--- src/rtl/imm_encoder_pkg.sv ---
// Shared definitions for the immediate encoder: format codes that mirror the
// immediate generator's select encoding, the NOP word, and a range-check helper.
package imm_encoder_pkg;

    typedef enum logic [2:0] {
        FMT_R = 3'd0,
        FMT_I = 3'd1,
        FMT_S = 3'd2,
        FMT_B = 3'd3,
        FMT_U = 3'd4,
        FMT_J = 3'd5
    } fmt_e;

    localparam logic [31:0] NOP_WORD = 32'h0000_0013;

    // True when v[31:msb] are all equal, i.e. v fits a signed field whose sign bit is msb.
    function automatic logic fits_signed(input logic signed [31:0] v, input int unsigned msb);
        logic signed [31:0] s;
        s = v >>> msb;
        return (&s) || (~|s);
    endfunction

endpackage

--- src/rtl/imm_encoder_if.sv ---
// Field-bundle input and instruction-word output handshakes of the immediate encoder.
interface imm_encoder_if;
    logic               in_valid;
    logic               in_ready;
    logic        [2:0]  in_sel;
    logic        [6:0]  in_opcode;
    logic        [2:0]  in_funct3;
    logic        [6:0]  in_funct7;
    logic        [4:0]  in_rd;
    logic        [4:0]  in_rs1;
    logic        [4:0]  in_rs2;
    logic signed [31:0] in_imm;
    logic               out_valid;
    logic               out_ready;
    logic        [31:0] out_instr;
    logic               out_err;

    modport master (
        output in_valid, in_sel, in_opcode, in_funct3, in_funct7,
               in_rd, in_rs1, in_rs2, in_imm, out_ready,
        input  in_ready, out_valid, out_instr, out_err
    );

    modport slave (
        input  in_valid, in_sel, in_opcode, in_funct3, in_funct7,
               in_rd, in_rs1, in_rs2, in_imm, out_ready,
        output in_ready, out_valid, out_instr, out_err
    );
endinterface

--- src/rtl/imm_encoder_fmt_pack.sv ---
// Combinational RV32I field packer with immediate range check.
// Define IMM_UJ_EN to enable the U and J formats; otherwise they encode as NOP with error.
module imm_fmt_pack
    import imm_encoder_pkg::*;
(
    input  logic        [2:0]  sel,
    input  logic        [6:0]  opcode,
    input  logic        [2:0]  funct3,
    input  logic        [6:0]  funct7,
    input  logic        [4:0]  rd,
    input  logic        [4:0]  rs1,
    input  logic        [4:0]  rs2,
    input  logic signed [31:0] imm,
    output logic        [31:0] word,
    output logic               err
);

    always_comb begin
        word = NOP_WORD;
        err  = 1'b1;
        case (sel)
            FMT_R: begin
                word = {funct7, rs2, rs1, funct3, rd, opcode};
                err  = 1'b0;
            end
            FMT_I: begin
                word = {imm[11:0], rs1, funct3, rd, opcode};
                err  = ~fits_signed(imm, 11);
            end
            FMT_S: begin
                word = {imm[11:5], rs2, rs1, funct3, imm[4:0], opcode};
                err  = ~fits_signed(imm, 11);
            end
            // Branch offsets are halfword aligned; bit 0 has no slot in the word.
            FMT_B: begin
                word = {imm[12], imm[10:5], rs2, rs1, funct3, imm[4:1], imm[11], opcode};
                err  = ~fits_signed(imm, 12) | imm[0];
            end
`ifdef IMM_UJ_EN
            FMT_U: begin
                word = {imm[31:12], rd, opcode};
                err  = |imm[11:0];
            end
            FMT_J: begin
                word = {imm[20], imm[10:1], imm[11], imm[19:12], rd, opcode};
                err  = ~fits_signed(imm, 20) | imm[0];
            end
`endif
            default: begin
                word = NOP_WORD;
                err  = 1'b1;
            end
        endcase
    end

endmodule

--- src/rtl/imm_encoder.sv ---
// Immediate encoder top: packs field bundles into RV32I words and queues them
// in a DEPTH-entry FIFO with saturating accept/error statistics.
module imm_encoder
    import imm_encoder_pkg::*;
#(
    parameter int DEPTH = 4,
    parameter int CNT_W = 16
) (
    input  logic             clk,
    input  logic             rst,
    imm_encoder_if.slave     bus,
    output logic [CNT_W-1:0] enc_count,
    output logic [CNT_W-1:0] err_count
);

    localparam int AW = (DEPTH > 1) ? $clog2(DEPTH) : 1;
    localparam int CW = AW + 1;

    typedef logic [CNT_W-1:0] cnt_t;

    function automatic cnt_t sat_inc(input cnt_t v);
        return (&v) ? v : v + cnt_t'(1);
    endfunction

    logic [31:0]    word_p0;
    logic           err_p0;
    logic           vld_p0;
    logic [31:0]    instr_p1 [DEPTH];
    logic [DEPTH-1:0] err_p1;
    logic [31:0]    last_instr_p2;
    logic           last_err_p2;
    logic [AW-1:0]  wr_ptr;
    logic [AW-1:0]  rd_ptr;
    logic [CW-1:0]  count;
    logic           full;
    logic           empty;
    logic           pop;

    // Stage p0: combinational packing of the presented bundle
    imm_fmt_pack u_pack (
        .sel    (bus.in_sel),
        .opcode (bus.in_opcode),
        .funct3 (bus.in_funct3),
        .funct7 (bus.in_funct7),
        .rd     (bus.in_rd),
        .rs1    (bus.in_rs1),
        .rs2    (bus.in_rs2),
        .imm    (bus.in_imm),
        .word   (word_p0),
        .err    (err_p0)
    );

    assign full          = (count == CW'(DEPTH));
    assign empty         = (count == '0);
    assign bus.in_ready  = ~full;
    assign bus.out_valid = ~empty;
    assign vld_p0        = bus.in_valid & ~full;
    assign pop           = ~empty & bus.out_ready;

    // Stage p1: FIFO storage, written only on an accepted push
    always_ff @(posedge clk) begin
        if (vld_p0) begin
            instr_p1[wr_ptr] <= word_p0;
            err_p1[wr_ptr]   <= err_p0;
        end
    end

    always_ff @(posedge clk) begin
        if (rst) begin
            wr_ptr    <= '0;
            rd_ptr    <= '0;
            count     <= '0;
            enc_count <= '0;
            err_count <= '0;
        end else begin
            if (vld_p0) begin
                wr_ptr    <= wr_ptr + AW'(1);
                enc_count <= sat_inc(enc_count);
                if (err_p0) err_count <= sat_inc(err_count);
            end
            if (pop) rd_ptr <= rd_ptr + AW'(1);
            if (vld_p0 && !pop)      count <= count + CW'(1);
            else if (pop && !vld_p0) count <= count - CW'(1);
        end
    end

    // Stage p2: remember the last head so the outputs hold once the FIFO drains
    always_ff @(posedge clk) begin
        if (rst) begin
            last_instr_p2 <= '0;
            last_err_p2   <= 1'b0;
        end else if (pop) begin
            last_instr_p2 <= instr_p1[rd_ptr];
            last_err_p2   <= err_p1[rd_ptr];
        end
    end

    assign bus.out_instr = empty ? last_instr_p2 : instr_p1[rd_ptr];
    assign bus.out_err   = empty ? last_err_p2   : err_p1[rd_ptr];

endmodule

--- src/flat_wrapper.sv ---
// flat-port wrapper written by rule: the top's interface ports become plain ports
module imm_encoder_flat import imm_encoder_pkg::*;
#(
    parameter int DEPTH = 4,
    parameter int CNT_W = 16
)
  (clk, rst, enc_count, err_count, bus_in_valid, bus_in_sel, bus_in_opcode, bus_in_funct3, bus_in_funct7, bus_in_rd, bus_in_rs1, bus_in_rs2, bus_in_imm, bus_out_ready, bus_in_ready, bus_out_valid, bus_out_instr, bus_out_err);
  imm_encoder_if bus_i ();
  input  logic clk;
  input  logic rst;
  output logic [CNT_W-1:0] enc_count;
  output logic [CNT_W-1:0] err_count;
  input wire logic [$bits(bus_i.in_valid)-1:0] bus_in_valid;
  input wire logic [$bits(bus_i.in_sel)-1:0] bus_in_sel;
  input wire logic [$bits(bus_i.in_opcode)-1:0] bus_in_opcode;
  input wire logic [$bits(bus_i.in_funct3)-1:0] bus_in_funct3;
  input wire logic [$bits(bus_i.in_funct7)-1:0] bus_in_funct7;
  input wire logic [$bits(bus_i.in_rd)-1:0] bus_in_rd;
  input wire logic [$bits(bus_i.in_rs1)-1:0] bus_in_rs1;
  input wire logic [$bits(bus_i.in_rs2)-1:0] bus_in_rs2;
  input wire logic [$bits(bus_i.in_imm)-1:0] bus_in_imm;
  input wire logic [$bits(bus_i.out_ready)-1:0] bus_out_ready;
  output wire logic [$bits(bus_i.in_ready)-1:0] bus_in_ready;
  output wire logic [$bits(bus_i.out_valid)-1:0] bus_out_valid;
  output wire logic [$bits(bus_i.out_instr)-1:0] bus_out_instr;
  output wire logic [$bits(bus_i.out_err)-1:0] bus_out_err;
  assign bus_i.in_valid = bus_in_valid;
  assign bus_i.in_sel = bus_in_sel;
  assign bus_i.in_opcode = bus_in_opcode;
  assign bus_i.in_funct3 = bus_in_funct3;
  assign bus_i.in_funct7 = bus_in_funct7;
  assign bus_i.in_rd = bus_in_rd;
  assign bus_i.in_rs1 = bus_in_rs1;
  assign bus_i.in_rs2 = bus_in_rs2;
  assign bus_i.in_imm = bus_in_imm;
  assign bus_i.out_ready = bus_out_ready;
  assign bus_in_ready = bus_i.in_ready;
  assign bus_out_valid = bus_i.out_valid;
  assign bus_out_instr = bus_i.out_instr;
  assign bus_out_err = bus_i.out_err;
  imm_encoder #(.DEPTH(DEPTH), .CNT_W(CNT_W)) u_core (.clk(clk), .rst(rst), .bus(bus_i), .enc_count(enc_count), .err_count(err_count));
endmodule
--- config.mk ---
export PLATFORM = sky130hd
export DESIGN_NAME = imm_encoder_flat
export DESIGN_NICKNAME = d
export VERILOG_FILES = /design/src/rtl/imm_encoder_pkg.sv /design/src/rtl/imm_encoder_if.sv /design/src/rtl/imm_encoder_fmt_pack.sv /design/src/rtl/imm_encoder.sv /design/src/flat_wrapper.sv
export SDC_FILE = /design/constraint.sdc
export NUM_CORES = 1
export LEC_CHECK = 0
export CAP_MARGIN = 20
export CORE_UTILIZATION = 51
export CTS_BUF_LIST = sky130_fd_sc_hd__clkbuf_4 sky130_fd_sc_hd__clkbuf_8
export CTS_CLUSTER_DIAMETER = 200
export DETAILED_ROUTE_END_ITERATION = 8
export PLACE_DENSITY = 0.79
export SLEW_MARGIN = 20
export SYNTH_ARGS = -nofsm -noshare
export SYNTH_HDL_FRONTEND = slang
export SYNTH_SLANG_ARGS = --single-unit
--- constraint.sdc ---
create_clock -name clk -period 2.95 [get_ports clk]
set_input_delay 0.59 -clock clk [delete_from_list [all_inputs] [get_ports clk]]
set_output_delay 0.59 -clock clk [all_outputs]
set_load 0.05 [all_outputs]
### Word level (Yosys, flattened, before mapping)

Memories as Yosys holds them, arrays and structs flattened. A register that Yosys moved wholly into a read port is not among the register bits.
Cells that the tools add are included.

| word-level totals | value |
|---|---|
| register bits after elaboration | 76 |
| RAM bits | 128 |
| input port bits | 71 |
| output and inout port bits | 67 |
| memories | 1 |

| operators by class | value |
|---|---|
| add/subtract/negate cells | 6 |
| $lt $le $gt $ge | 3 |
| eq/ne operators | 4 |
| multiplexer cells | 15 |
| bitwise operators | 9 |
| reductions and logical operators | 21 |

Memories:

| memory | depth | width | read ports | clocked after Yosys merged registers in | write ports | line | RTL |
|---|---|---|---|---|---|---|---|
| u_core.instr_p1 | 4 | 32 | 1 | 1 | 1 | imm_encoder.sv:28 | `logic [31:0] instr_p1 [DEPTH];` |

Operator list:

| kind | number |
|---|---|
| 32-bit one-hot mux with 4 select lines | 1 |
| 16-bit by 1-bit adder with 16-bit output (second input constant) | 2 |
| 32-bit 2-to-1 mux | 1 |
| 16-bit AND reduction | 2 |
| 21-bit AND reduction | 1 |
| 21-bit OR reduction | 1 |
| 20-bit AND reduction | 1 |
| 20-bit OR reduction | 1 |
| 3-bit by 2-bit == test with 1-bit output (second input constant) | 2 |
| 3-bit zero test | 2 |
| 2-bit by 3-bit < comparator with 1-bit output (second input constant) | 2 |
| 3-bit 2-to-1 mux | 2 |
| 1-bit inverter | 6 |
| 1-bit 2-to-1 mux | 5 |
| 2-bit by 1-bit adder with 2-bit output (second input constant) | 2 |
| 4-bit bitwise mux | 1 |
| 1-bit zero test | 4 |
| 2-bit 2-to-1 mux | 2 |
| 3-bit by 1-bit adder with 3-bit output (second input constant) | 1 |
| 3-bit by 1-bit == test with 1-bit output (second input constant) | 1 |
| 3-bit == test (second input constant) | 1 |
| 1-bit logical AND | 3 |
| 1-bit one-hot mux with 3 select lines | 1 |
| 3-bit AND reduction | 1 |
| other kinds (10) | 12 |

### Longest topological paths before layout

| logic depth | value |
|---|---|
| word-level depth | 7 |
| mapped depth | 12 |
| gate-level depth less buffers | 9 |

### Cells and area by module

A second synthesis with hierarchy kept.

| unflattened totals | value |
|---|---|
| cell total of the unflattened synthesis | 698 |
| area, all modules | 9151.3 sq um |

By module, submodules not included:

| module | times used | cells an instance | area each (sq um) |
|---|---|---|---|
| imm_encoder | 1 | 601 | 8557.0 |
| imm_fmt_pack | 1 | 97 | 594.3 |

### Worst setup path before layout

No wires, ideal clock.

| timing | value |
|---|---|
| kind | reg2reg |
| start | reg u_core.count[0] |
| end | reg u_core.count[2] |
| setup time | 70 ps |
| arrival | 2678 ps |
| path slack | 201 ps |
| cell stages (with the launch flop) | 13 |
| period minus slack after synthesis | 2749 ps |
| cell sequence | dfxtp_1 > or3_1 > clkbuf_1 > and2_1 > clkbuf_1 > clkinv_1 > buf_2 > ha_1 > inv_1 > fa_1 > xor2_1 > or3_1 > a21oi_1 |

| on the way | value |
|---|---|
| longest elaborated chain between the ends | 6 |

RTL lines:

| what | line | RTL |
|---|---|---|
| start: declaration | imm_encoder.sv:34 | `logic [CW-1:0] count;` |
| start signal: assignment | imm_encoder.sv:82 | `if (vld_p0 && !pop) count <= count + CW'(1);` |
| start signal: assignment | imm_encoder.sv:83 | `else if (pop && !vld_p0) count <= count - CW'(1);` |
| branches (longest 6 deep; another with 3-bit by 1-bit subtractor with 3-bit output) | -- |  |

Several ways; the timed one is not identified. The select of a mux whose other input is x is not followed.
A chain may end at the register's enable or synchronous reset.

### Final worst setup path

| timing | value |
|---|---|
| start | reg u_core.count[0] |
| end | out bus_out_instr[24] |

| on the way | value |
|---|---|
| longest elaborated chain between the ends | 2 |

RTL lines:

| what | line | RTL |
|---|---|---|
| 3-bit zero test | imm_encoder.sv:54 | `assign empty = (count == '0);` |
| 32-bit 2-to-1 mux | imm_encoder.sv:98 | `assign bus.out_instr = empty ? last_instr_p2 : instr_p1[rd_ptr];` |
| end: declaration | flat_wrapper.sv:25 | `output wire logic [$bits(bus_i.out_instr)-1:0] bus_out_instr;` |

Every way passes these cells.

==> impl_metrics.env <==
export IMPL_grt_usage_pct=22.3
export IMPL_worstPathRequired_ns=2.36
export IMPL_synthAdderAreaFrac_pct=1.20
export IMPL_drt_first_pass_iters=4
export IMPL_pin_count=138
export IMPL_critPathArrivalTime_ns=2.26
export IMPL_grt_pass1_vias=6344
export IMPL_nFillCells=1112
export IMPL_vias=6113
export IMPL_synth_seq_cells=206
export IMPL_yosys_area_top_type="edfxtp_1"
export IMPL_syn_inst=692
export IMPL_grt_pass1_wl_um=31500
export IMPL_initial_utilization_pct=52.2
export IMPL_rows=48
export IMPL_syn_nets=771
export IMPL_die_area_um2=18200
export IMPL_wl_per_cell_um=18.1
export IMPL_ys_seq_area_share_pct=60.5
export IMPL_die_y_um=135
export IMPL_gp_congestion=0.865
export IMPL_postSynthAreaPerCell_um2=13.0
export IMPL_synthDistinctLibCells=51
export IMPL_numCtsBuffers=30
export IMPL_overflow=0
export IMPL_final_common_cell="edfxtp_1"
export IMPL_synth_ff_type="edfxtp_1"
export IMPL_slew_viol_final=0
export IMPL_fin_skew_ns=0.0121
export IMPL_via_per_inst=5.60
export IMPL_cts_root_buf="clkbuf_8"
export IMPL_setup_tns_ns=0
export IMPL_grt_max_degree=44
export IMPL_cts_tree="built"
export IMPL_max_vdd_ir_drop_v=0.000590
export IMPL_dp_cells=1036
export IMPL_setup_ws_ns=0.104
export IMPL_finalWirelength_um=19800
export IMPL_core_area_um2=17200
export IMPL_htree_levels=1
export IMPL_antenna_left=0
export IMPL_synth_xor_area_share_pct=1.75
export IMPL_synth_area_leaders="edfxtp_1 44%, dfxtp_1 16%, mux4_2 8.3%"
export IMPL_final_cell_mix="132 x edfxtp_1, 102 x clkdlybuf4s50_1, 96 x nand2_1, 72 x dfxtp_1, 55 x a21oi_1"
export IMPL_maxCapViolations=0
export IMPL_async_reset_ff_share_pct=0
export IMPL_outcome="finished clean"
export IMPL_cts_hold_buf=0
export IMPL_clock_sinks=206
export IMPL_crit_fanout=34
export IMPL_synth_edf_count=132
export IMPL_clk_pin_slew_worst_paths_ns=0.07
export IMPL_synthDominantCellAreaShare_pct=44.1
export IMPL_cts_buffer_depth=3
export IMPL_drive_gt1_share_pct=23.4
export IMPL_synth_compound_area_share_pct=6.15
export IMPL_timing_fmax_ghz=0.351
export IMPL_worst_pin_slew_ns=0.832
export IMPL_antenna_diode_count=0
export IMPL_p_leak_nw=4.05
export IMPL_hold_path_class="reg -> reg"
export IMPL_route_detailed_drc=0
export IMPL_crit_type="reg -> out"
export IMPL_netlist_area_um2=9000
export IMPL_hold_viol=0
export IMPL_multi_input_area_um2=3330
export IMPL_endpoint_kind="output port"
export IMPL_synth_simple_area_share_pct=13.1
export IMPL_slew_limit_headroom_pct=44.5
export IMPL_synth_top_family_by_area="multiplexers"
export IMPL_rsz0062_at_grt="false"
export IMPL_synthMuxAreaShare_pct=14.7
export IMPL_start_kind="flip-flop"
export IMPL_io_buffers=137
export IMPL_power_density_nw_per_um2=976
export IMPL_fin_crit_ns=2.85
export IMPL_fin_nets=922
export IMPL_final_cells=1092
export IMPL_drtIter0Drc=382
export IMPL_dp_slack_ns=-0.0413
export IMPL_antenna_found_initial=0
export IMPL_timing_hold_ws_ns=0.453
export IMPL_seq_area_um2=5450
export IMPL_areaGrowthSynthToFinish_pct=30.1
export IMPL_dp_hpwl_um=13000
export IMPL_finalSetupViolations=0
export IMPL_fin_crit_sh_pct=96.5
export IMPL_ys_warn_count=0
export IMPL_clk_latency_ns=0.56
export IMPL_die_x_um=135
==> synth_stat cells (all sizes together), types with 7 or more instances <==
master	number
o21ai	9
xor2	11
clkbuf	24
nand3	14
xnor2	7
or4	7
a21oi	55
mux2	42
ha	7
nand4	13
nor2	41
dfxtp	74
a211oi	9
mux2i	9
edfxtp	132
nand2	96
mux4	33
nor2b	22
inv	8
buf	18
and3	10
==> critical path, cell delays in order (launching register included) <==
cell and delay, ns:
dfxtp_1 0.35, or3_2 0.47, buf_4 0.31, mux2_2 0.39
buf_12 0.16
==> registers in the layout (all words and copies together), names as in the netlist, named ones only <==
| register | cells |
|---|---|
| u_core.count | 3 |
| u_core.last_err_p2 | 1 |
| u_core.err_count | 16 |
| u_core.last_instr_p2 | 32 |
| u_core.instr_p1 | 128 |
| u_core.enc_count | 16 |
| u_core.wr_ptr | 2 |
| u_core.rd_ptr | 2 |
| u_core.err_p1 | 4 |
==> path summary, 6_finish.rpt <==
| kind | startpoint | endpoint | slack [ns] | cells after the start |
|---|---|---|---|---|
| worst max-delay path | u_core.count[0]$_SDFFE_PP0P_ | bus_out_instr[24] | 0.10 | 4 |
| worst min-delay path | u_core.last_instr_p2[5]$_SDFFE_PP0P_ | u_core.last_instr_p2[5]$_SDFFE_PP0P_ | 0.45 | 2 |
| worst max register to register | u_core.count[0]$_SDFFE_PP0P_ | u_core.count[2]$_SDFFE_PP0P_ | 0.52 | 9 |
| worst min register to register | u_core.last_instr_p2[5]$_SDFFE_PP0P_ | u_core.last_instr_p2[5]$_SDFFE_PP0P_ | 0.45 | 2 |
==> what timing repair did <==
item	in CTS	in global routing
hold endpoints to repair	0	0
endpoints found under the setup margin	0	4
setup buffers	0	0
resized for setup	0	1
==> area by class of cell <==
class,count,share of cell area [%]
Clock buffer,43,4.74
Clock inverter,13,1.04
Inverter,9,0.289
Multi-Input combinational cell,435,28.4
Sequential cell,206,46.6
Tap cell,225,2.41
Timing Repair Buffer,161,16.6
==> report_power, final <==
part	leakage, nW	internal (mW)	switching (mW)	total, mW
clock network	0.359	1.39	1.05	2.44
logic	1.87	2.46	2.90	5.36
registers	1.83	3.46	0.164	3.62
total	4.05	7.31	4.11	11.4
==> cells by family (layout without fill, tap and decap cells) <==
kind of cell | after synthesis | in the layout
and+or+nand+nor | 237 | 237
DFF | 206 | 206
AOI/OAI and AO/OA | 88 | 88
muxes | 84 | 84
buffers and inverters | 51 | 226
xor gates and xnor gates | 18 | 18
adders and majority gates | 8 | 8
==> metal layers <==
layer	vias up	share of wire, %	global-route usage, %
met5	-	0	0
met4	0	1.8	7.49
met3	25	5.7	3.12
met2	211	53	40.8
met1	3011	39	27.1
li1	2866	-	-
==> metrics by stage <==
| stage | util, % | area, um2 | power (mW) |
|---|---|---|---|
| after floorplan | - | 9000 | 6.72 |
| after global placement | 64.0 | 11000 | 8.97 |
| after detailed placement | 64.0 | 11000 | 9.08 |
| after CTS | 67.9 | 11700 | 11.5 |
| after global routing | 67.9 | 11700 | 11.9 |
| final | 67.9 | 11700 | 11.4 |
Note: power is estimated with default switching activity, not from simulation.
